==> config.mk <==
export PLATFORM = sky130hd
export DESIGN_NAME = adc_conversion_scheduler_flat
export DESIGN_NICKNAME = d
export VERILOG_FILES = /design/src/rtl/adc_conversion_scheduler_if.sv /design/src/rtl/adc_conversion_scheduler.sv /design/src/flat_wrapper.sv
export SDC_FILE = /design/constraint.sdc
export NUM_CORES = 1
export LEC_CHECK = 0
export ABC_AREA = 1
export BUFFER_PORTS_ARGS = -buffer_cell sky130_fd_sc_hd__clkbuf_2
export CELL_PAD_IN_SITES_DETAIL_PLACEMENT = 0
export CELL_PAD_IN_SITES_GLOBAL_PLACEMENT = 2
export CORE_ASPECT_RATIO = 0.5
export CORE_MARGIN = 2
export CORE_UTILIZATION = 27
export CTS_BUF_LIST = sky130_fd_sc_hd__clkbuf_4
export DETAILED_ROUTE_END_ITERATION = 8
export HOLD_SLACK_MARGIN = 0.05
export MAX_ROUTING_LAYER = met4
export PLACE_DENSITY_LB_ADDON = 0.1
export SKIP_CTS_REPAIR_TIMING = 1
export SYNTH_ARGS = -nofsm -noshare
export SYNTH_HDL_FRONTEND = slang
export SYNTH_SLANG_ARGS = --single-unit
==> constraint.sdc <==
create_clock -name clk -period 1.65 [get_ports clk]
set_input_delay 0.495 -clock clk [delete_from_list [all_inputs] [get_ports clk]]
set_output_delay 0.495 -clock clk [all_outputs]
set_load 0.01 [all_outputs]
==> src/rtl/adc_conversion_scheduler_if.sv <==
// Bundle of signals between the ADC conversion scheduler and its surroundings.
//
// The "master" side owns the request inputs and the converter data (channel mux/ADC
// datapath plus register logic, or a testbench standing in for them). The "slave" side is
// the scheduler itself.
//
// Signals:
//   ch_req       per-channel request pulses
//   ch_enable    channel enable mask
//   abort        cancel the in-flight conversion
//   adc_data     converter digital output
//   adc_sel      analog mux select / channel under conversion
//   adc_start    one-cycle converter start pulse
//   busy         scheduler is not idle
//   pending      latched outstanding requests
//   result_valid one-cycle pulse qualifying result_ch/result_data
//   result_ch    channel of the last result
//   result_data  last captured conversion value
interface adc_conversion_scheduler_if #(
    parameter int unsigned NUM_CH = 4,
    parameter int unsigned DATA_W = 8
);
    localparam int unsigned SEL_W = (NUM_CH > 1) ? $clog2(NUM_CH) : 1;

    logic [NUM_CH-1:0] ch_req;
    logic [NUM_CH-1:0] ch_enable;
    logic              abort;
    logic [DATA_W-1:0] adc_data;
    logic [SEL_W-1:0]  adc_sel;
    logic              adc_start;
    logic              busy;
    logic [NUM_CH-1:0] pending;
    logic              result_valid;
    logic [SEL_W-1:0]  result_ch;
    logic [DATA_W-1:0] result_data;

    modport master (
        output ch_req,
        output ch_enable,
        output abort,
        output adc_data,
        input  adc_sel,
        input  adc_start,
        input  busy,
        input  pending,
        input  result_valid,
        input  result_ch,
        input  result_data
    );

    modport slave (
        input  ch_req,
        input  ch_enable,
        input  abort,
        input  adc_data,
        output adc_sel,
        output adc_start,
        output busy,
        output pending,
        output result_valid,
        output result_ch,
        output result_data
    );
endinterface

==> src/rtl/adc_conversion_scheduler.sv <==
// Shares one pulse-width conversion ADC among NUM_CH analog channels.
//
// Requests are OR-latched into a pending vector. When idle, the next enabled pending
// channel is picked round-robin (search starts just after the last completed channel).
// The scheduler then drives the mux select, waits SETTLE_CYCLES for the front end to
// settle, pulses adc_start for one cycle, waits CONV_CYCLES for the converter and
// captures adc_data tagged with the channel number.
//
// Ports:
//   clk  system clock, rising edge
//   rst  synchronous active-high reset, wins over every other input
//   bus  scheduler side (slave modport) of adc_conversion_scheduler_if; the interface
//        must be instantiated with the same NUM_CH and DATA_W as this module
//
// Timing, for a grant decided in IDLE at cycle T:
//   adc_start high at T+SETTLE_CYCLES+1, result_valid high at
//   T+SETTLE_CYCLES+CONV_CYCLES+2 (the CAPTURE cycle). IDLE always lasts at least one
//   cycle between conversions because arbitration only happens in IDLE.
module adc_conversion_scheduler #(
    parameter int unsigned NUM_CH        = 4,
    parameter int unsigned DATA_W        = 8,
    parameter int unsigned SETTLE_CYCLES = 4,
    parameter int unsigned CONV_CYCLES   = 769
) (
    input logic                      clk,
    input logic                      rst,
    adc_conversion_scheduler_if.slave bus
);

    localparam int unsigned SEL_W   = (NUM_CH > 1) ? $clog2(NUM_CH) : 1;
    localparam int unsigned MAX_CYC = (SETTLE_CYCLES > CONV_CYCLES) ? SETTLE_CYCLES
                                                                     : CONV_CYCLES;
    localparam int unsigned CNT_W   = (MAX_CYC > 0) ? $clog2(MAX_CYC + 1) : 1;

    localparam logic [SEL_W-1:0] LAST_CH = SEL_W'(NUM_CH - 1);

    typedef enum logic [2:0] {
        StIdle,
        StSettle,
        StStart,
        StConvert,
        StCapture
    } state_e;

    state_e            state_q, state_d;
    logic [CNT_W-1:0]  cnt_q, cnt_d;
    logic [SEL_W-1:0]  sel_q, sel_d;
    logic [SEL_W-1:0]  rr_ptr_q, rr_ptr_d;
    logic [NUM_CH-1:0] pending_q, pending_d;
    logic              result_valid_q, result_valid_d;
    logic [SEL_W-1:0]  result_ch_q, result_ch_d;
    logic [DATA_W-1:0] result_data_q, result_data_d;

    logic [NUM_CH-1:0] eligible;
    logic [NUM_CH-1:0] clear_mask;
    logic [SEL_W-1:0]  arb_idx;
    logic              grant_found;
    logic [SEL_W-1:0]  grant_ch;

    // Round-robin search: walk rr_ptr+1, rr_ptr+2, ... with wrap at NUM_CH, first hit wins.
    always_comb begin
        eligible    = pending_q & bus.ch_enable;
        grant_found = 1'b0;
        grant_ch    = '0;
        arb_idx     = rr_ptr_q;
        for (int unsigned i = 0; i < NUM_CH; i++) begin
            arb_idx = (arb_idx == LAST_CH) ? '0 : arb_idx + 1'b1;
            if (!grant_found && eligible[arb_idx]) begin
                grant_found = 1'b1;
                grant_ch    = arb_idx;
            end
        end
    end

    always_comb begin
        state_d        = state_q;
        cnt_d          = cnt_q;
        sel_d          = sel_q;
        rr_ptr_d       = rr_ptr_q;
        result_valid_d = 1'b0;
        result_ch_d    = result_ch_q;
        result_data_d  = result_data_q;
        clear_mask     = '0;

        unique case (state_q)
            StIdle: begin
                if (grant_found) begin
                    sel_d = grant_ch;
                    if (SETTLE_CYCLES == 0) begin
                        state_d = StStart;
                    end else begin
                        state_d = StSettle;
                        cnt_d   = CNT_W'(SETTLE_CYCLES);
                    end
                end
            end
            StSettle: begin
                if (bus.abort) begin
                    state_d = StIdle;
                end else if (cnt_q == CNT_W'(1)) begin
                    state_d = StStart;
                end else begin
                    cnt_d = cnt_q - 1'b1;
                end
            end
            StStart: begin
                if (bus.abort) begin
                    state_d = StIdle;
                end else begin
                    state_d = StConvert;
                    cnt_d   = CNT_W'(CONV_CYCLES);
                end
            end
            StConvert: begin
                if (bus.abort) begin
                    state_d = StIdle;
                end else if (cnt_q == CNT_W'(1)) begin
                    // Load the result registers on the way into CAPTURE so that
                    // result_valid/result_ch/result_data are all visible in CAPTURE.
                    state_d        = StCapture;
                    result_valid_d = 1'b1;
                    result_ch_d    = sel_q;
                    result_data_d  = bus.adc_data;
                end else begin
                    cnt_d = cnt_q - 1'b1;
                end
            end
            StCapture: begin
                // abort is deliberately ignored here: the result is already taken.
                state_d             = StIdle;
                rr_ptr_d            = sel_q;
                clear_mask[sel_q]   = 1'b1;
            end
            default: begin
                state_d = StIdle;
            end
        endcase

        // A request arriving in the same cycle as the clear keeps the bit set.
        pending_d = (pending_q & ~clear_mask) | bus.ch_req;
    end

    always_ff @(posedge clk) begin
        if (rst) begin
            state_q        <= StIdle;
            cnt_q          <= '0;
            sel_q          <= '0;
            rr_ptr_q       <= LAST_CH;
            pending_q      <= '0;
            result_valid_q <= 1'b0;
            result_ch_q    <= '0;
            result_data_q  <= '0;
        end else begin
            state_q        <= state_d;
            cnt_q          <= cnt_d;
            sel_q          <= sel_d;
            rr_ptr_q       <= rr_ptr_d;
            pending_q      <= pending_d;
            result_valid_q <= result_valid_d;
            result_ch_q    <= result_ch_d;
            result_data_q  <= result_data_d;
        end
    end

    assign bus.adc_sel      = sel_q;
    // An abort coinciding with START suppresses the pulse.
    assign bus.adc_start    = (state_q == StStart) && !bus.abort;
    assign bus.busy         = (state_q != StIdle);
    assign bus.pending      = pending_q;
    assign bus.result_valid = result_valid_q;
    assign bus.result_ch    = result_ch_q;
    assign bus.result_data  = result_data_q;

endmodule
==> src/flat_wrapper.sv <==
// flat-port wrapper written by rule: the top's interface ports become plain ports
module adc_conversion_scheduler_flat 
#(
    parameter int unsigned NUM_CH        = 4,
    parameter int unsigned DATA_W        = 8,
    parameter int unsigned SETTLE_CYCLES = 4,
    parameter int unsigned CONV_CYCLES   = 769
)
  (clk, rst, bus_ch_req, bus_ch_enable, bus_abort, bus_adc_data, bus_adc_sel, bus_adc_start, bus_busy, bus_pending, bus_result_valid, bus_result_ch, bus_result_data);
  adc_conversion_scheduler_if #(.NUM_CH(NUM_CH), .DATA_W(DATA_W)) bus_i ();
  input logic clk;
  input logic rst;
  input wire logic [$bits(bus_i.ch_req)-1:0] bus_ch_req;
  input wire logic [$bits(bus_i.ch_enable)-1:0] bus_ch_enable;
  input wire logic [$bits(bus_i.abort)-1:0] bus_abort;
  input wire logic [$bits(bus_i.adc_data)-1:0] bus_adc_data;
  output wire logic [$bits(bus_i.adc_sel)-1:0] bus_adc_sel;
  output wire logic [$bits(bus_i.adc_start)-1:0] bus_adc_start;
  output wire logic [$bits(bus_i.busy)-1:0] bus_busy;
  output wire logic [$bits(bus_i.pending)-1:0] bus_pending;
  output wire logic [$bits(bus_i.result_valid)-1:0] bus_result_valid;
  output wire logic [$bits(bus_i.result_ch)-1:0] bus_result_ch;
  output wire logic [$bits(bus_i.result_data)-1:0] bus_result_data;
  assign bus_i.ch_req = bus_ch_req;
  assign bus_i.ch_enable = bus_ch_enable;
  assign bus_i.abort = bus_abort;
  assign bus_i.adc_data = bus_adc_data;
  assign bus_adc_sel = bus_i.adc_sel;
  assign bus_adc_start = bus_i.adc_start;
  assign bus_busy = bus_i.busy;
  assign bus_pending = bus_i.pending;
  assign bus_result_valid = bus_i.result_valid;
  assign bus_result_ch = bus_i.result_ch;
  assign bus_result_data = bus_i.result_data;
  adc_conversion_scheduler #(.NUM_CH(NUM_CH), .DATA_W(DATA_W), .SETTLE_CYCLES(SETTLE_CYCLES), .CONV_CYCLES(CONV_CYCLES)) u_core (.clk(clk), .rst(rst), .bus(bus_i));
endmodule
Yosys cells after proc, flatten, opt, wreduce, memory -nomap -nowiden
Index checks and enable logic that the tools add are counted. W data, S select, Z words.

Bits of input ports: 19. Logic and storage cells: 94. Bits in registers: 32. Output and inout bits: 19.

Eq/ne operators: 15. $lt $le $gt $ge: 6. Bitwise gates (word level): 6. Multiplexer cells: 36. Reduce and logical (&&, ||, !) cells: 18. Add/subtract/negate cells: 5.

Operators with widths (count): $mux W10 (4); $pmux W10 S3 (1); $mux W2 (9); $lt A2 B3 Y1 const B (5); $mux W3 (5); $pmux W3 S4 (1); $eq A10 B1 Y1 const B (1); $mux W1 (10); $sub A10 B1 Y10 const B (1); $add A2 B1 Y2 const B (4); $and A4 B4 Y4 (2); $bmux W1 S2 (4); $eq A2 B2 Y1 const B (4); $eq A3 B2 Y1 const B (2); $ne A2 B2 Y1 const B (3); $ne A3 B2 Y1 const B (2); $reduce_and A3 Y1 (2); $reduce_bool A3 Y1 (2); $logic_and A1 B1 Y1 (5); $reduce_and A5 Y1 (1); $logic_not A1 Y1 (4); $mux W4 (1); $not A4 Y4 (1); $or A4 B4 Y4 (1); 10 further kinds (11).

Depth between registers and ports, before layout
Gate-level depths: netlist of the first run.

Depth after elaboration: 16. Depth in mapped cells: 14. Gate-level depth less buffers: 13.

Worst setup path after synthesis of the first run
Ideal clock, no wire load.

Kind: flip-flop to flip-flop. Start: reg u_core.rr_ptr_q[0]. End: reg u_core.cnt_q[8]. Arrival time: 1.678 ns. Clock period less this slack: 1.795 ns. Path slack: -0.145 ns. Buffers on the path: 1. Library setup time: 0.117 ns. Required time: 1.533 ns. Cell stages (with the launch flop): 13. Cell sequence: dfxtp_1 -> ha_1 -> inv_1 -> nand2_2 -> nand2_2 -> nand2_1 -> nand2_4 -> nand3_4 -> nand2_4 -> nand2_4 -> buf_6 -> o21ai_0 -> nor2_1.

Longest elaborated chain between the ends: 16. Elaborated cells between the ends (all ways): 32. Classes of those cells: 4 x add/sub; 5 x eq/ne; 16 x mux; 7 x reduce/logical.

RTL lines: start, declared (RTL line adc_conversion_scheduler.sv:48) `logic [SEL_W-1:0] rr_ptr_q, rr_ptr_d;`; start signal, assigned (RTL line adc_conversion_scheduler.sv:157) `rr_ptr_q <= rr_ptr_d;`; $add A2 B1 Y2 / $eq A2 B2 Y1 (equally long branches) (RTL line adc_conversion_scheduler.sv:67) `arb_idx = (arb_idx == LAST_CH) ? '0 : arb_idx + 1'b1;`; $mux W2 * (RTL line adc_conversion_scheduler.sv:67); parallel branches: the longest is 11 deep, another holds $add A2 B1 Y2; $mux W1 * (RTL line adc_conversion_scheduler.sv:68) `if (!grant_found && eligible[arb_idx]) begin`; $ne A2 B1 Y1 (no source line) *; $reduce_and A5 Y1 (no source line) *; end signal, assigned (RTL line adc_conversion_scheduler.sv:155) `cnt_q <= cnt_d;`; end, declared (RTL line adc_conversion_scheduler.sv:46) `logic [CNT_W-1:0] cnt_q, cnt_d;`.

Every way passes the cells marked *. The select of a mux whose other input is x is not followed. A chain may end at the register's enable or synchronous reset.

Final worst setup path of the first run
Start: reg u_core.rr_ptr_q[0]. End: reg u_core.cnt_q[5].

Same word-level chain as after synthesis.

==> impl_metrics.tcl, run 1 <==
set metrics [dict create \
    r2r-end "u_core.cnt_q[5]$_SDFFE_PP0P_" \
    fp-row-count 21 \
    leakage_nw 1.327 \
    area_growth_pct 45.90 \
    crit_top_cell "nand2_4" \
    post-route-period-util 1.078 \
    status "finished, violations left" \
    cts-root-buf "clkbuf_4" \
    worstPathRequired_ns 1.88 \
    synth_edf_count 0 \
    ys_seq_area_frac 0.3466 \
    antenna_found_initial 0 \
    crit_path_start_kind "flop" \
    layoutNonFillerInstCount 449 \
    maxSlewHeadroom 0.7543 \
    ios 38 \
    ys.flop_type "dfxtp_1" \
    cpPeakStageDelay_ns 0.36 \
    fmax_ghz 0.5620 \
    die_area_um2 7563 \
    clk_latency_ns 0.33 \
    first_pass_iters 4 \
    core-area_um2 6648 \
    path_max_fanout 6 \
    crit_type "flop to flop" \
    rr_startpoint "u_core.rr_ptr_q[0]$_SDFFE_PP1P_" \
    r2r_cells 13 \
    grt_overflow 0 \
    setup_violations 16 \
    max_cap_violations 0 \
    syn_inst 273 \
    routabilityCongestion 0.7913 \
    ir_drop_mv 0.4383 \
    hold_path_startpoint "bus_ch_req[1]" \
    grt_pass1_vias 1837 \
    insertedDiodeCount 0 \
    wl_per_cell_um 11.74 \
    hold_viol_final 0 \
    die_w_um 121 \
    p_total_mw 2.603 \
    fin_nets 378 \
    vias_per_cell 4.325 \
    grt_max_degree 18 \
    initial_core_util 0.2780 \
    async_flop_share 0 \
    hold_depth 3 \
    tightestPinTransition_ns 0.3661 \
    cts_max_path_buffers 2 \
    dp_hpwl_um 3957 \
    ys.warnings.count 0 \
    wl_um 5271 \
    path_delay_family "simple AND/OR/NAND/NOR gates" \
    worstPathCellList "ha_4, nor2_4, buf_6, nand2_4, nand2_4, nand2_4, nand2_4, nand3_4, nand2_4, nand2_8, buf_8, nand2_2, a21oi_2" \
    drt_iter0_drc 92 \
    cts-buffers-inserted 5 \
    cts_tree "yes" \
    synth_area_leaders "dfxtp_1 (35%), nand2_1 (11%), inv_1 (8.9%), nor2_1 (8.7%), nand3_1 (4.3%)" \
    setup_slack_ns -0.1293 \
    critPathSlowestCell "dfxtp_4" \
    critPathBufInv 2 \
    rsz0062_at_grt "true" \
    synth.largest_area_cell "dfxtp_1" \
    arrival_ns 2.01 \
    detail-route-antenna-nets 0 \
    drive_gt1_frac 0.4202 \
    yosysTopAreaCellShare 0.3466 \
    die_y_um 62.50 \
    worstSetupEndpointType "flop" \
    vias 1942 \
    ys_types 29 \
    syn-num-nets 295 \
    htreeDepth 2 \
    finClkSkew_ns 0.008488 \
    rrSetupSlack_ns -0.13 \
    final.min_clock_period_ns 1.779 \
    path_clk_slew_ns 0.10 \
    grt_pass1_wl_um 8383 \
    avgSynthCellArea_um2 6.769 \
    io_buffers 37 \
    track_usage 0.1422 \
    maxSlewViolCount 0 \
    hold_path_end "u_core.bus.pending[1]$_SDFF_PP0_" \
    violations "negative setup slack" \
    ys_seq_elements 32 \
    syn_area_um2 1848 \
    power_density_nw_per_um2 965.4 \
    hp-class "primary input to flop" \
    drc 0 \
    final_cell_mix "nand2_1 (41), buf_4 (41), inv_1 (40), nor2_1 (37), clkbuf_2 (36)" \
    clock_sinks 32 \
    fillers 738 \
    dp_cells 434 \
]
==> sequential cells by signal, indices dropped and copies added, names as in the netlist <==
signal,flops
u_core.bus.result_data,8
u_core.bus.adc_sel,2
u_core.bus.result_ch,2
u_core.rr_ptr_q,2
u_core.bus.pending,4
u_core.bus.result_valid,1
u_core.cnt_q,10
u_core.state_q,3
==> cell usage after synthesis, types with 3 or more instances <==
library cell,instances
nand2_2,10
nor2_1,43
xor2_1,5
inv_1,44
nand2_4,4
inv_2,3
nand3_1,16
ha_1,3
o21ai_0,13
a211oi_1,10
dfxtp_1,32
a21oi_1,9
nand2_1,52
a21oi_2,6
==> metal layers <==
| metal | share of wire | global-route usage | up-vias |
|---|---|---|---|
| met5 | 0 | - | - |
| met4 | 0.010 | 0.03488 | 0 |
| met3 | 0.023 | 0.03467 | 7 |
| met2 | 0.49 | 0.2324 | 18 |
| met1 | 0.48 | 0.1772 | 888 |
| li1 | - | - | 1029 |
==> tightest hold or removal path: stages <==
cell,delay [ns]
clkbuf_2,0.08
inv_1,0.04
a21oi_1,0.05
==> metrics by stage <==
step / hold slack [ns] / setup WS [ns] / TNS [ns] / utilization / area, um2
2_1_floorplan: 0.4438 / 0.004349 / 0 / - / 1864
3_3_place_gp: 0.4450 / -0.1594 / -1.580 / 0.3631 / 2414
3_5_place_dp: 0.4476 / -0.1776 / -1.654 / 0.3631 / 2414
4_1_cts: 0.3566 / -0.2267 / -2.272 / 0.3751 / 2494
5_1_grt: 0.3794 / -0.2601 / -3.464 / 0.4056 / 2696
6_report: 0.3757 / -0.1293 / -1.333 / 0.4056 / 2696
==> logic make-up (layout without fill, tap and decap cells) <==
group / after synthesis / after routing / synth area share
and+or+nand+nor: 134 / 134 / 0.3358
buffers and inverters: 54 / 138 / 0.1192
AOI/OAI and AO/OA: 45 / 45 / 0.1544
DFF: 32 / 32 / 0.3466
xor gates and xnor gates: 5 / 5 / 0.02370
adders and majority gates: 3 / 3 / 0.02031
==> worst max-delay path by stage <==
stage / to / slack, ns / cells after the start / start
final: u_core.cnt_q[5]$_SDFFE_PP0P_ / -0.13 / 13 / u_core.rr_ptr_q[0]$_SDFFE_PP1P_
after global routing: u_core.cnt_q[4]$_SDFFE_PP0P_ / -0.26 / 13 / u_core.rr_ptr_q[0]$_SDFFE_PP1P_
after CTS: bus_adc_start / -0.23 / 5 / u_core.state_q[1]$_SDFFE_PP0P_
after detailed placement: u_core.cnt_q[7]$_SDFFE_PP0P_ / -0.18 / 12 / bus_ch_enable[2]
after global placement: u_core.cnt_q[7]$_SDFFE_PP0P_ / -0.16 / 12 / bus_ch_enable[2]
after floorplan: u_core.cnt_q[8]$_SDFFE_PP0P_ / 0.004 / 12 / u_core.rr_ptr_q[0]$_SDFFE_PP1P_
==> final cells by class <==
class                           instances  area (um2)  share of cell area
Clock buffer                            6       45.04             0.01671
Clock inverter                          2       35.03             0.01299
Inverter                               47       183.9             0.06821
Multi-Input combinational cell        187        1120              0.4153
Sequential cell                        32       650.6              0.2413
Tap cell                               92       115.1             0.04269
Timing Repair Buffer                   83       546.8              0.2028
==> report_power, final <==
part / internal (mW) / switching (mW)
Clock: 0.334 / 0.277
Combinational: 0.480 / 0.609
Sequential: 0.846 / 0.0570
(Power assumes the default switching activity.)
==> inputs of run 2 (changes only) <==
--- a/config.mk
+++ b/config.mk
@@ -11,7 +11,7 @@
 export CELL_PAD_IN_SITES_GLOBAL_PLACEMENT = 2
 export CORE_ASPECT_RATIO = 0.5
 export CORE_MARGIN = 2
-export CORE_UTILIZATION = 27
+export CORE_UTILIZATION = 30
 export CTS_BUF_LIST = sky130_fd_sc_hd__clkbuf_4
 export DETAILED_ROUTE_END_ITERATION = 8
 export HOLD_SLACK_MARGIN = 0.05
==> constraint.sdc (replaced) <==
create_clock -name clk -period 2 [get_ports clk]
set_input_delay 0.6 -clock clk [delete_from_list [all_inputs] [get_ports clk]]
set_output_delay 0.6 -clock clk [all_outputs]
set_load 0.01 [all_outputs]
==> run 2 against run 1 <==
  * The run now ends clean
  * Clock skew rose by 0.0060 ns
  * Largest cell class unchanged
  * Highest routed layer unchanged
  * Die area shrank 9.5%
  * Critical path depth shrank 9
  * Non-clock buffer count down 36
  * Wire length fell by 12%
  * Hold slack better by 0.087 ns
  * Cell count shrank 11%
  * Power is 32% lower
  * Flip-flop and latch count is the same
  * Setup slack gained 0.24 ns
  * Clock power decreased by 39%
  * Register-to-register slack better by 0.27 ns
==> impl_metrics.tcl, run 2 (synthesis gave the netlist of run 1 again) <==
set metrics [dict create \
    status "finished clean" \
    dpl_cell_area_um2 2138 \
    fp-row-count 20 \
    cpPeakStageDelay_ns 0.37 \
    grt_overflow 0 \
    insertedDiodeCount 0 \
    fmax_ghz 0.5296 \
    stdcell_area_um2 2242 \
    critPathBufInv 2 \
    die_w_um 115.0 \
    worstPathCellList "nor3_2, inv_1, nor2_1, clkbuf_2" \
    hp-class "flop to flop" \
    cts_max_path_buffers 2 \
    die_y_um 59.50 \
    die_area_um2 6842 \
    cts-root-buf "clkbuf_4" \
    wl_um 4620 \
    hold_viol_final 0 \
    cts-buffers-inserted 5 \
    cts_tree "yes" \
    path_max_fanout 4 \
    setup_violations 0 \
    wl_per_cell_um 11.58 \
    grt_max_degree 21 \
    final_cell_mix "nand2_1 (52), inv_1 (43), nor2_1 (41), clkbuf_2 (37), dfxtp_1 (31)" \
    final.min_clock_period_ns 1.888 \
    post-route-period-util 0.9440 \
    path_delay_family "flip-flops" \
    arrival_ns 1.29 \
    dp_cells 387 \
    routabilityCongestion 0.7802 \
    crit_type "flop to output port" \
    drt_iter0_drc 70 \
    grt_pass1_vias 1732 \
    clk_latency_ns 0.33 \
    vias 1783 \
    mostFrequentLayoutCell "nand2_1" \
    vias_per_cell 4.469 \
    layout.area.seq_um2 641.9 \
    fin_hold_ws_ns 0.4631 \
    ir_drop_mv 0.3462 \
    fin_nets 343 \
    drive_gt1_frac 0.2733 \
    path_clk_slew_ns 0.10 \
    layoutNonFillerInstCount 399 \
    clock_sinks 32 \
    max_cap_violations 0 \
    first_pass_iters 4 \
    ios 38 \
    leakage_nw 1.100 \
    maxSlewHeadroom 0.8025 \
    maxSlewViolCount 0 \
    drc 0 \
    worstPathRequired_ns 1.40 \
    dp_hpwl_um 3544 \
    finClkSkew_ns 0.01444 \
    antenna_found_initial 0 \
    crit_path_start_kind "flop" \
    worstSetupEndpointType "output port" \
    initial_core_util 0.3077 \
    power_density_nw_per_um2 789.6 \
    detail-route-antenna-nets 0 \
    grt_pass1_wl_um 7983 \
    track_usage 0.1547 \
    critPathSlowestCell "dfxtp_1" \
    core-area_um2 6006 \
    largest_reg_flops 10 \
    tightestPinTransition_ns 0.2952 \
    top_register "u_core.cnt_q" \
    area_growth_pct 21.33 \
    multi_input_area_um2 1006 \
    io_buffers 37 \
    fillers 662 \
    htreeDepth 2 \
]
==> run 2: changes by cell type in the layout (fill, tap and decap cells not counted), moves of 3 or more <==
cell | before | now
nand2_4 | 8 | 4
nor2_1 | 37 | 41
nand2_2 | 16 | 10
buf_4 | 41 | 10
nand2_1 | 41 | 52
buf_6 | 3 | 0
inv_1 | 40 | 43
inv_2 | 6 | 3
dfxtp_1 | 28 | 31
==> run 2: layout make-up <==
cell class / instances / area share
well taps: 77 / 0.04297
multi-input cells: 188 / 0.4487
clock inverters: 2 / 0.005022
clock buffers: 6 / 0.02009
repair buffers: 47 / 0.1161
flip-flops and latches: 32 / 0.2863
inverters: 47 / 0.08092
==> run 2: worst paths after layout <==
check	startpoint	to	slack (ns)	depth (start not counted)
min	u_core.bus.result_data[7]$_SDFFE_PP0P_	u_core.bus.result_data[7]$_SDFFE_PP0P_	0.46	2
max	u_core.state_q[2]$_SDFFE_PP0P_	bus_adc_start	0.11	4
min reg2reg	u_core.bus.result_data[7]$_SDFFE_PP0P_	u_core.bus.result_data[7]$_SDFFE_PP0P_	0.46	2
max reg2reg	u_core.rr_ptr_q[1]$_SDFFE_PP1P_	u_core.cnt_q[6]$_SDFFE_PP0P_	0.14	12
==> run 2: per-stage QoR <==
stage | setup WS, ns | utilization | power [mW] | TNS [ns]
global route | -0.01497 | 0.3733 | 1.942 | -0.02463
detailed placement | 0.06551 | 0.3560 | 1.402 | 0
global placement | 0.07048 | 0.3560 | 1.405 | 0
finish | 0.1119 | 0.3733 | 1.770 | 0
CTS | 0.007184 | 0.3654 | 1.781 | 0
floorplan | 0.2050 | - | 1.250 | 0
==> run 2: per-layer routing <==
layer,vias to the layer above,share of wire,GRT usage
li1,958,-,-
met4,0,0.019,0.05164
met2,20,0.47,0.2622
met3,8,0.033,0.03885
met1,797,0.48,0.1825
met5,-,0,-
==> run 2: report_power, final <==
group          internal [mW]  switching (mW)  leakage [nW]  total, mW
combinational          0.240           0.396         0.809      0.636
sequential             0.698          0.0632         0.261      0.761
clock                  0.147           0.226        0.0293      0.374
==> run 2: worst reg2reg max path, cell delays in order, from the launching register on <==
cell	delay [ns]
dfxtp_1	0.37
ha_2	0.32
inv_1	0.13
nand2_2	0.07
nand2_2	0.11
nand2_1	0.09
nand2_4	0.10
nand3_4	0.09
nand2_4	0.08
nand2_4	0.08
buf_4	0.18
nand2_1	0.08
a21oi_2	0.05
